## config.mk

```make
export PLATFORM = sky130hd
export DESIGN_NAME = adder_result_accumulator_flat
export DESIGN_NICKNAME = d
export VERILOG_FILES = /design/src/rtl/adder_result_accumulator_if.sv /design/src/rtl/adder_result_accumulator.sv /design/src/flat_wrapper.sv
export SDC_FILE = /design/constraint.sdc
export NUM_CORES = 1
export LEC_CHECK = 0
export ABC_CLOCK_PERIOD_IN_PS = 2100
export CORE_MARGIN = 2
export CORE_UTILIZATION = 34
export CTS_BUF_LIST = sky130_fd_sc_hd__clkbuf_16
export CTS_CLUSTER_SIZE = 28
export DETAILED_ROUTE_END_ITERATION = 8
export HOLD_SLACK_MARGIN = 0.15
export REMOVE_ABC_BUFFERS = 1
export SYNTH_ARGS = -nofsm -noshare
export SYNTH_HDL_FRONTEND = slang
export SYNTH_SLANG_ARGS = --single-unit
```

## constraint.sdc

```tcl
create_clock -name clk -period 2.1 [get_ports clk]
set_input_delay 0.315 -clock clk [delete_from_list [all_inputs] [get_ports clk]]
set_output_delay 0.315 -clock clk [all_outputs]
set_load 0.03 [all_outputs]
```

## src/rtl/adder_result_accumulator_if.sv

```systemverilog
// Handshake bundle between an adder result producer/consumer and the accumulator.
// master drives samples, clear and out_ready; slave is the accumulator itself.
interface adder_result_accumulator_if #(
    parameter int NUM_SAMPLES = 16,
    parameter int ACC_WIDTH   = 16
);
    localparam int CW = $clog2(NUM_SAMPLES + 1);

    logic                 clear;
    logic                 in_valid;
    logic [7:0]           in_sum;
    logic                 in_overflow;
    logic                 in_ready;
    logic                 out_valid;
    logic                 out_ready;
    logic [ACC_WIDTH-1:0] out_acc;
    logic [CW-1:0]        out_count;
    logic                 out_wrap;

    modport master (
        output clear,
        output in_valid,
        output in_sum,
        output in_overflow,
        output out_ready,
        input  in_ready,
        input  out_valid,
        input  out_acc,
        input  out_count,
        input  out_wrap
    );

    modport slave (
        input  clear,
        input  in_valid,
        input  in_sum,
        input  in_overflow,
        input  out_ready,
        output in_ready,
        output out_valid,
        output out_acc,
        output out_count,
        output out_wrap
    );
endinterface

```

## src/rtl/adder_result_accumulator.sv

```systemverilog
// Accumulates NUM_SAMPLES 9-bit adder results, holds the total until taken.
// Define ADDER_ACC_SATURATE_EN to saturate on overflow instead of wrapping.
module adder_result_accumulator #(
    parameter int NUM_SAMPLES = 16,
    parameter int ACC_WIDTH   = 16
) (
    input  logic                         clk,
    input  logic                         rst,
    adder_result_accumulator_if.slave    bus
);
    localparam int CW = $clog2(NUM_SAMPLES + 1);
    localparam logic [CW-1:0] LAST = CW'(NUM_SAMPLES);

    typedef enum logic {
        ACCUM,
        HOLD
    } state_t;

    state_t               state_q, state_d;
    logic [ACC_WIDTH-1:0] acc_q, acc_d;
    logic [CW-1:0]        count_q, count_d;
    logic                 wrap_q, wrap_d;
    logic [ACC_WIDTH:0]   sum;
    logic [CW-1:0]        count_inc;

    // Extra top bit catches overflow of the running total.
    assign sum = {1'b0, acc_q}
               + (ACC_WIDTH + 1)'({bus.in_overflow, bus.in_sum});
    assign count_inc = count_q + CW'(1);

    always_ff @(posedge clk) begin
        if (rst) begin
            state_q <= ACCUM;
            acc_q   <= '0;
            count_q <= '0;
            wrap_q  <= 1'b0;
        end else begin
            state_q <= state_d;
            acc_q   <= acc_d;
            count_q <= count_d;
            wrap_q  <= wrap_d;
        end
    end

    always_comb begin
        state_d       = state_q;
        acc_d         = acc_q;
        count_d       = count_q;
        wrap_d        = wrap_q;
        bus.in_ready  = (state_q == ACCUM) && !bus.clear;
        bus.out_valid = (state_q == HOLD);
        if (bus.clear) begin
            state_d = ACCUM;
            acc_d   = '0;
            count_d = '0;
            wrap_d  = 1'b0;
        end else begin
            unique case (state_q)
                ACCUM: begin
                    if (bus.in_valid) begin
`ifdef ADDER_ACC_SATURATE_EN
                        acc_d = sum[ACC_WIDTH] ? '1
                              : sum[ACC_WIDTH-1:0];
`else
                        acc_d = sum[ACC_WIDTH-1:0];
`endif
                        wrap_d  = wrap_q | sum[ACC_WIDTH];
                        count_d = count_inc;
                        if (count_inc == LAST) begin
                            state_d = HOLD;
                        end
                    end
                end
                HOLD: begin
                    if (bus.out_ready) begin
                        state_d = ACCUM;
                        acc_d   = '0;
                        count_d = '0;
                        wrap_d  = 1'b0;
                    end
                end
                default: state_d = ACCUM;
            endcase
        end
    end

    assign bus.out_acc   = acc_q;
    assign bus.out_count = count_q;
    assign bus.out_wrap  = wrap_q;
endmodule

```

## src/flat_wrapper.sv

```systemverilog
// flat-port wrapper written by rule: the top's interface ports become plain ports
module adder_result_accumulator_flat 
#(
    parameter int NUM_SAMPLES = 16,
    parameter int ACC_WIDTH   = 16
)
  (clk, rst, bus_clear, bus_in_valid, bus_in_sum, bus_in_overflow, bus_out_ready, bus_in_ready, bus_out_valid, bus_out_acc, bus_out_count, bus_out_wrap);
  adder_result_accumulator_if #(.NUM_SAMPLES(NUM_SAMPLES), .ACC_WIDTH(ACC_WIDTH)) bus_i ();
  input  logic clk;
  input  logic rst;
  input wire logic [$bits(bus_i.clear)-1:0] bus_clear;
  input wire logic [$bits(bus_i.in_valid)-1:0] bus_in_valid;
  input wire logic [$bits(bus_i.in_sum)-1:0] bus_in_sum;
  input wire logic [$bits(bus_i.in_overflow)-1:0] bus_in_overflow;
  input wire logic [$bits(bus_i.out_ready)-1:0] bus_out_ready;
  output wire logic [$bits(bus_i.in_ready)-1:0] bus_in_ready;
  output wire logic [$bits(bus_i.out_valid)-1:0] bus_out_valid;
  output wire logic [$bits(bus_i.out_acc)-1:0] bus_out_acc;
  output wire logic [$bits(bus_i.out_count)-1:0] bus_out_count;
  output wire logic [$bits(bus_i.out_wrap)-1:0] bus_out_wrap;
  assign bus_i.clear = bus_clear;
  assign bus_i.in_valid = bus_in_valid;
  assign bus_i.in_sum = bus_in_sum;
  assign bus_i.in_overflow = bus_in_overflow;
  assign bus_i.out_ready = bus_out_ready;
  assign bus_in_ready = bus_i.in_ready;
  assign bus_out_valid = bus_i.out_valid;
  assign bus_out_acc = bus_i.out_acc;
  assign bus_out_count = bus_i.out_count;
  assign bus_out_wrap = bus_i.out_wrap;
  adder_result_accumulator #(.NUM_SAMPLES(NUM_SAMPLES), .ACC_WIDTH(ACC_WIDTH)) u_core (.clk(clk), .rst(rst), .bus(bus_i));
endmodule
```

======== Word level (Yosys, flattened, before mapping) ========
Cells that the tools add are included.
W data, S select, Z words.
storage, ports and cells
  flip-flop bits (word level) ............. 23
  input port bits ......................... 14
  output and inout port bits .............. 24
  logic and storage cells ................. 28
operators by class
  add/sub/neg operators ................... 2
  equality and inequality tests ........... 3
  multiplexer cells ....................... 13
  bitwise gates (word level) .............. 2
  reduce and logical (&&, ||, !) cells .... 4
operators by type and width
  kind                   number
  $mux W16               2
  $pmux W16 S2           1
  $add A16 B9 Y17        1
  $mux W5                2
  $pmux W5 S2            1
  $add A5 B1 Y5 const B  1
  $eq A5 B5 Y1 const B   1
  $mux W1                5
  $ne A2 B2 Y1 const B   2
  $pmux W1 S2            2
  $reduce_and A2 Y1      1
  $reduce_or A2 Y1       1
  $logic_and A1 B1 Y1    1
  $logic_not A1 Y1       1
  $not A1 Y1             1
  $or A1 B1 Y1           1

======== Longest topological paths before layout ========
  word-level depth ........................ 5
  depth in mapped cells ................... 8
  mapped depth without buffers ............ 8

======== Worst setup path after synthesis ========
No wires, ideal clock.
  path kind ............................... register to register
  start ................................... register u_core.acc_q[0] (netlist: u_core.bus.out_acc[0])
  end ..................................... register u_core.acc_q[12] (netlist: u_core.bus.out_acc[12])
  library setup time ...................... 0.117 ns
  arrival ................................. 1.966 ns
  data required time ...................... 1.983 ns
  slack ................................... 0.017 ns
  stages on the path, launching flop included .. 9
  buffers on the path ..................... 0
  period minus slack after synthesis ...... 2.083 ns
  path through ............................ dfxtp_1 -> ha_1 -> inv_1 -> fa_1 -> nand2b_1 -> a211oi_2 -> o2111ai_1 -> xor2_1 -> nor2_1
on the way
  word-level cells in the longest chain between the ends .. 3
RTL lines
  item                      RTL line                        source
  start: declaration        adder_result_accumulator.sv:20  logic [ACC_WIDTH-1:0] acc_q, acc_d;
  start signal: assignment  adder_result_accumulator.sv:34  acc_q <= '0;
  start signal: assignment  adder_result_accumulator.sv:39  acc_q <= acc_d;
  $add A16 B9 Y17           adder_result_accumulator.sv:28  + (ACC_WIDTH + 1)'({bus.in_overflow, bus.in_sum});
  $mux W16                  adder_result_accumulator.sv:60  if (bus.in_valid) begin
  $pmux W16 S2              adder_result_accumulator.sv:58  unique case (state_q)
No other way between the ends. The select of a mux whose other input is x is not followed.
A chain may end at the register's enable or synchronous reset.

======== Worst setup path in the final report ========
  start ................................... input bus_in_sum[1]
  end ..................................... register u_core.acc_q[13] (netlist: u_core.bus.out_acc[13])
on the way
  word-level cells in the longest chain between the ends .. 3
RTL lines
  item                RTL line                        source
  start: declaration  flat_wrapper.sv:13              input wire logic [$bits(bus_i.in_sum)-1:0] bus_in_sum;
  $add A16 B9 Y17     adder_result_accumulator.sv:28
  $mux W16            adder_result_accumulator.sv:60
  $pmux W16 S2        adder_result_accumulator.sv:58
No other way between the ends. The select of a mux whose other input is x is not followed.

==> impl_metrics.csv <==
group,metric,value,unit
clock_network,cts_tree,"done",
die,ios,38,
yosys,netlist_instances,160,
routing,wl,3580,microns
timing,period_share,95.7,%
die,core,3940,sq um
setup_path,crit_family,"compound AO/OA/AOI/OAI gates",
final_layout,final_nets,241,
timing,setup-tns-final,0,ns
die,dieArea,4530,sq um
min_path,hp-class,"in2reg",
grt,grt_start_max_net_pins,14,
yosys,yosys_warnings,0,
grt,grt.total_usage,17.7,%
yosys,synth.top_cell.area_share,33.8,%
grt,grt_pass1_wl,6130,microns
setup_path,path_buf_inv,2,
yosys,ys_seq_elements,23,
setup_path,critPathSlowestCell,"clkdlybuf4s50_1",
clock_network,clock_latency,0.26,ns
yosys,syn_avg_cell_area,8.52,sq um
min_path,hold_depth,4,
grt,grt_overflow,0,
timing,timing.final.ws_setup,0.0901,ns
pwr,swShare,26.6,%
routing,wl_per_cell,13.6,microns
place,place_hpwl,2740,microns
clock_network,cts_root_buffer,"clkbuf_16",
routing,drt_iter0_drc,79,
timing,hold_viol,0,
die,die_w,67.3,microns
grt,grt-busiest-layer,"met2",
place,io_buffer_count,37,
clock_network,clk_path_buf_depth,2,
place,dp_worst_setup_slack,-0.311,ns
timing,slew_headroom,57.2,%
timing,finalWorstPathRequiredPeriod,2.01,ns
setup_path,reg2reg_to,"u_core.bus.out_acc[12]",
grt,gr-usage-met1,21.0,%
final_layout,final_common_cell,"clkdlybuf4s50_1",
routing,via_per_inst,5.21,
setup_path,path_cells,"clkdlybuf4s50_1 > ha_1 > a211oi_1 > buf_4 > o211ai_4 > a41oi_4 > or3_1 > a21oi_1",
timing,timing.fmax,0.498,GHz
die,die_height,67.3,microns
pwr,combPwrFrac,19.9,%
clock_network,hold_buffers,0,
yosys,synth_cell_type_count,33,
yosys,synth_area,1360,sq um
min_path,holdPathEnd,"u_core.bus.out_acc[0]",
timing,worstMarginPinSlew,0.623,ns
setup_path,reg2reg_from,"u_core.bus.out_acc[0]",
grt,met3_usage,4.67,%
routing,drtPass1Iterations,4,
pwr,leakage,0.784,nW
pwr,pwr-share-clk,38.9,%
run,drv_cap,0,
timing,finalMaxSlewViolations,0,
final_layout,area_growth,48.7,%
die,initial_core_util,34.6,%
timing,holdWs,0.463,ns
clock_network,numCtsBuffers,3,
clock_network,clock-sinks,23,
setup_path,endpoint_kind,"flip-flop",
min_path,worstHoldStart,"bus_in_sum[0]",
timing,skew,0.00360,ns
grt,grt_pass1_vias,1352,
pwr,intPower,809,uW
clock_network,clk_pin_slew,0.06,ns
clock_network,htreeDepth,1,
routing,ant_nets,0,
setup_path,startpoint,"bus_in_sum[1]",
setup_path,worstSetupPathType,"in2reg",
setup_path,arrival,2.20,ns
yosys,ys_seq_area_share,33.8,%
routing,drc,0,
pwr,p_per_area,543,nW/um^2
setup_path,required,2.29,ns
die,num_rows,23,
grt,grtUsageMet2,31.1,%
timing,rsz0062_at_grt,"no",
pwr,pwr-share-seq,41.2,%
routing,via_count,1376,
pwr,irDropWorstVdd,0.413,mV
status,outcome,"finished, final reports clean",
setup_path,r2r_setup_slack,0.18,ns
grt,antenna_found_initial,0,
final_layout,final_cell_mix,"clkdlybuf4s50_1, dfxtp_1, nor2_1, buf_4",
final_layout,antennaDiodeCount,0,
final_layout,final_layout_size_suffix_gt1_share,15.4,%
pwr,p_sw,293,uW
timing,setup_viol,0,
setup_path,start_kind,"primary input",
yosys,yosysTopAreaCell,"dfxtp_1",
place,routabilityCongestion,0.835,
setup_path,rr_worst_depth,8,
yosys,synth_area_leaders,"dfxtp_1, ha_1, a21oi_1",
setup_path,slowest_delay,0.43,ns
setup_path,critPathMaxFanout,8,
## worst max-delay path by stage
stage	end	slack [ns]	cells after the start
5_1_grt	u_core.bus.out_acc[15]	0.03	8
3_5_place_dp	u_core.bus.out_acc[12]	-0.31	9
3_3_place_gp	u_core.bus.out_acc[12]	-0.23	9
2_1_floorplan	u_core.bus.out_acc[12]	0.006	8
4_1_cts	u_core.bus.out_acc[12]	0.005	9
6_report	u_core.bus.out_acc[13]	0.09	8
## sequential cells by signal (all words and copies together) (netlist names)
| signal | cells |
|---|---|
| u_core.bus.out_count | 5 |
| u_core.bus.out_wrap | 1 |
| u_core.bus.out_acc | 16 |
| u_core.bus.out_valid | 1 |
## metrics by stage
| stage | cells | total power [mW] | utilization, % | instance area [sq um] |
|---|---|---|---|---|
| 2_1_floorplan | 157 | 0.580 | - | 1350 |
| 3_3_place_gp | 259 | 0.672 | 48.1 | 1900 |
| 3_5_place_dp | 259 | 0.676 | 48.1 | 1900 |
| 4_1_cts | 264 | 1.11 | 50.8 | 2000 |
| 5_1_grt | 264 | 1.16 | 51.4 | 2030 |
| 6_report | 264 | 1.10 | 51.4 | 2030 |
## worst register-to-register path: cells and delay by family, from the launching register on
kind / cells / cell delay, ns
buf+inv: 1 / 0.04
xor+xnor: 1 / 0.17
simple gates: 2 / 0.23
compound gates: 2 / 0.47
flops: 1 / 0.36
fa+ha+maj: 2 / 0.55
## repair_timing
| action | 4_1_cts | 5_1_grt |
|---|---|---|
| buffers inserted | 1 | 0 |
| setup endpoints to repair | 2 | 8 |
| resized for setup | 3 | 7 |
| pin swaps | 3 | 6 |
## cell type report
class / count / area [sq um]
clock inverter: 1 / 5.00
multi-input combinational: 130 / 917
sequential: 23 / 460
timing repair buffer: 53 / 493
fill: 366 / 1910
tap: 50 / 62.6
clock buffer: 3 / 75.1
inverter: 4 / 15.0
## cell families (layout without fill, tap and decap cells)
group | Yosys count | in the layout | share of synthesized area (%)
buffers and inverters | 7 | 61 | 2.11
DFF | 23 | 23 | 33.8
AOI/OAI and AO/OA | 50 | 50 | 26.0
muxes | 1 | 1 | 0.734
and+or+nand+nor | 57 | 57 | 19.4
adders and majority gates | 12 | 12 | 11.6
xor gates and xnor gates | 10 | 10 | 6.42
## metal layers
metal  wire length, microns  share of wire, %  vias to the layer above
met5                      0                 0                        -
li1                       -                 -                      689
met4                     48               1.3                        0
met3                    191               5.3                        6
met1                   1580                44                      645
met2                   1760                49                       36
## cells in the mapped netlist
library cell	number
fa_1	1
o22ai_1	1
a211oi_1	2
a22oi_1	4
a32oi_1	1
nor4_1	1
a41oi_4	1
nor2b_1	4
a21o_2	1
mux2i_1	1
or3_1	4
o211ai_1	3
o2111ai_1	1
nand3_1	6
xnor2_1	5
nor2_1	18
xor2_1	5
o211ai_2	2
nor3_1	1
nand4_1	1
or2_2	1
a21o_1	2
nand2_1	15
inv_1	4
dfxtp_1	23
buf_2	2
ha_1	11
nand2b_1	6
o21ai_0	9
a22o_1	5
clkbuf_1	1
a21oi_1	17
a211oi_2	1
## power groups by stage
stage                     clock network, mW  registers (mW)  logic, mW
after floorplan                           0           0.480      0.101
after global placement                    0           0.463      0.208
after detailed placement                  0           0.464      0.212
after CTS                             0.440           0.454      0.216
after global routing                  0.464           0.455      0.241
final                                 0.429           0.454      0.219
Power figures use the tool's default switching activity.
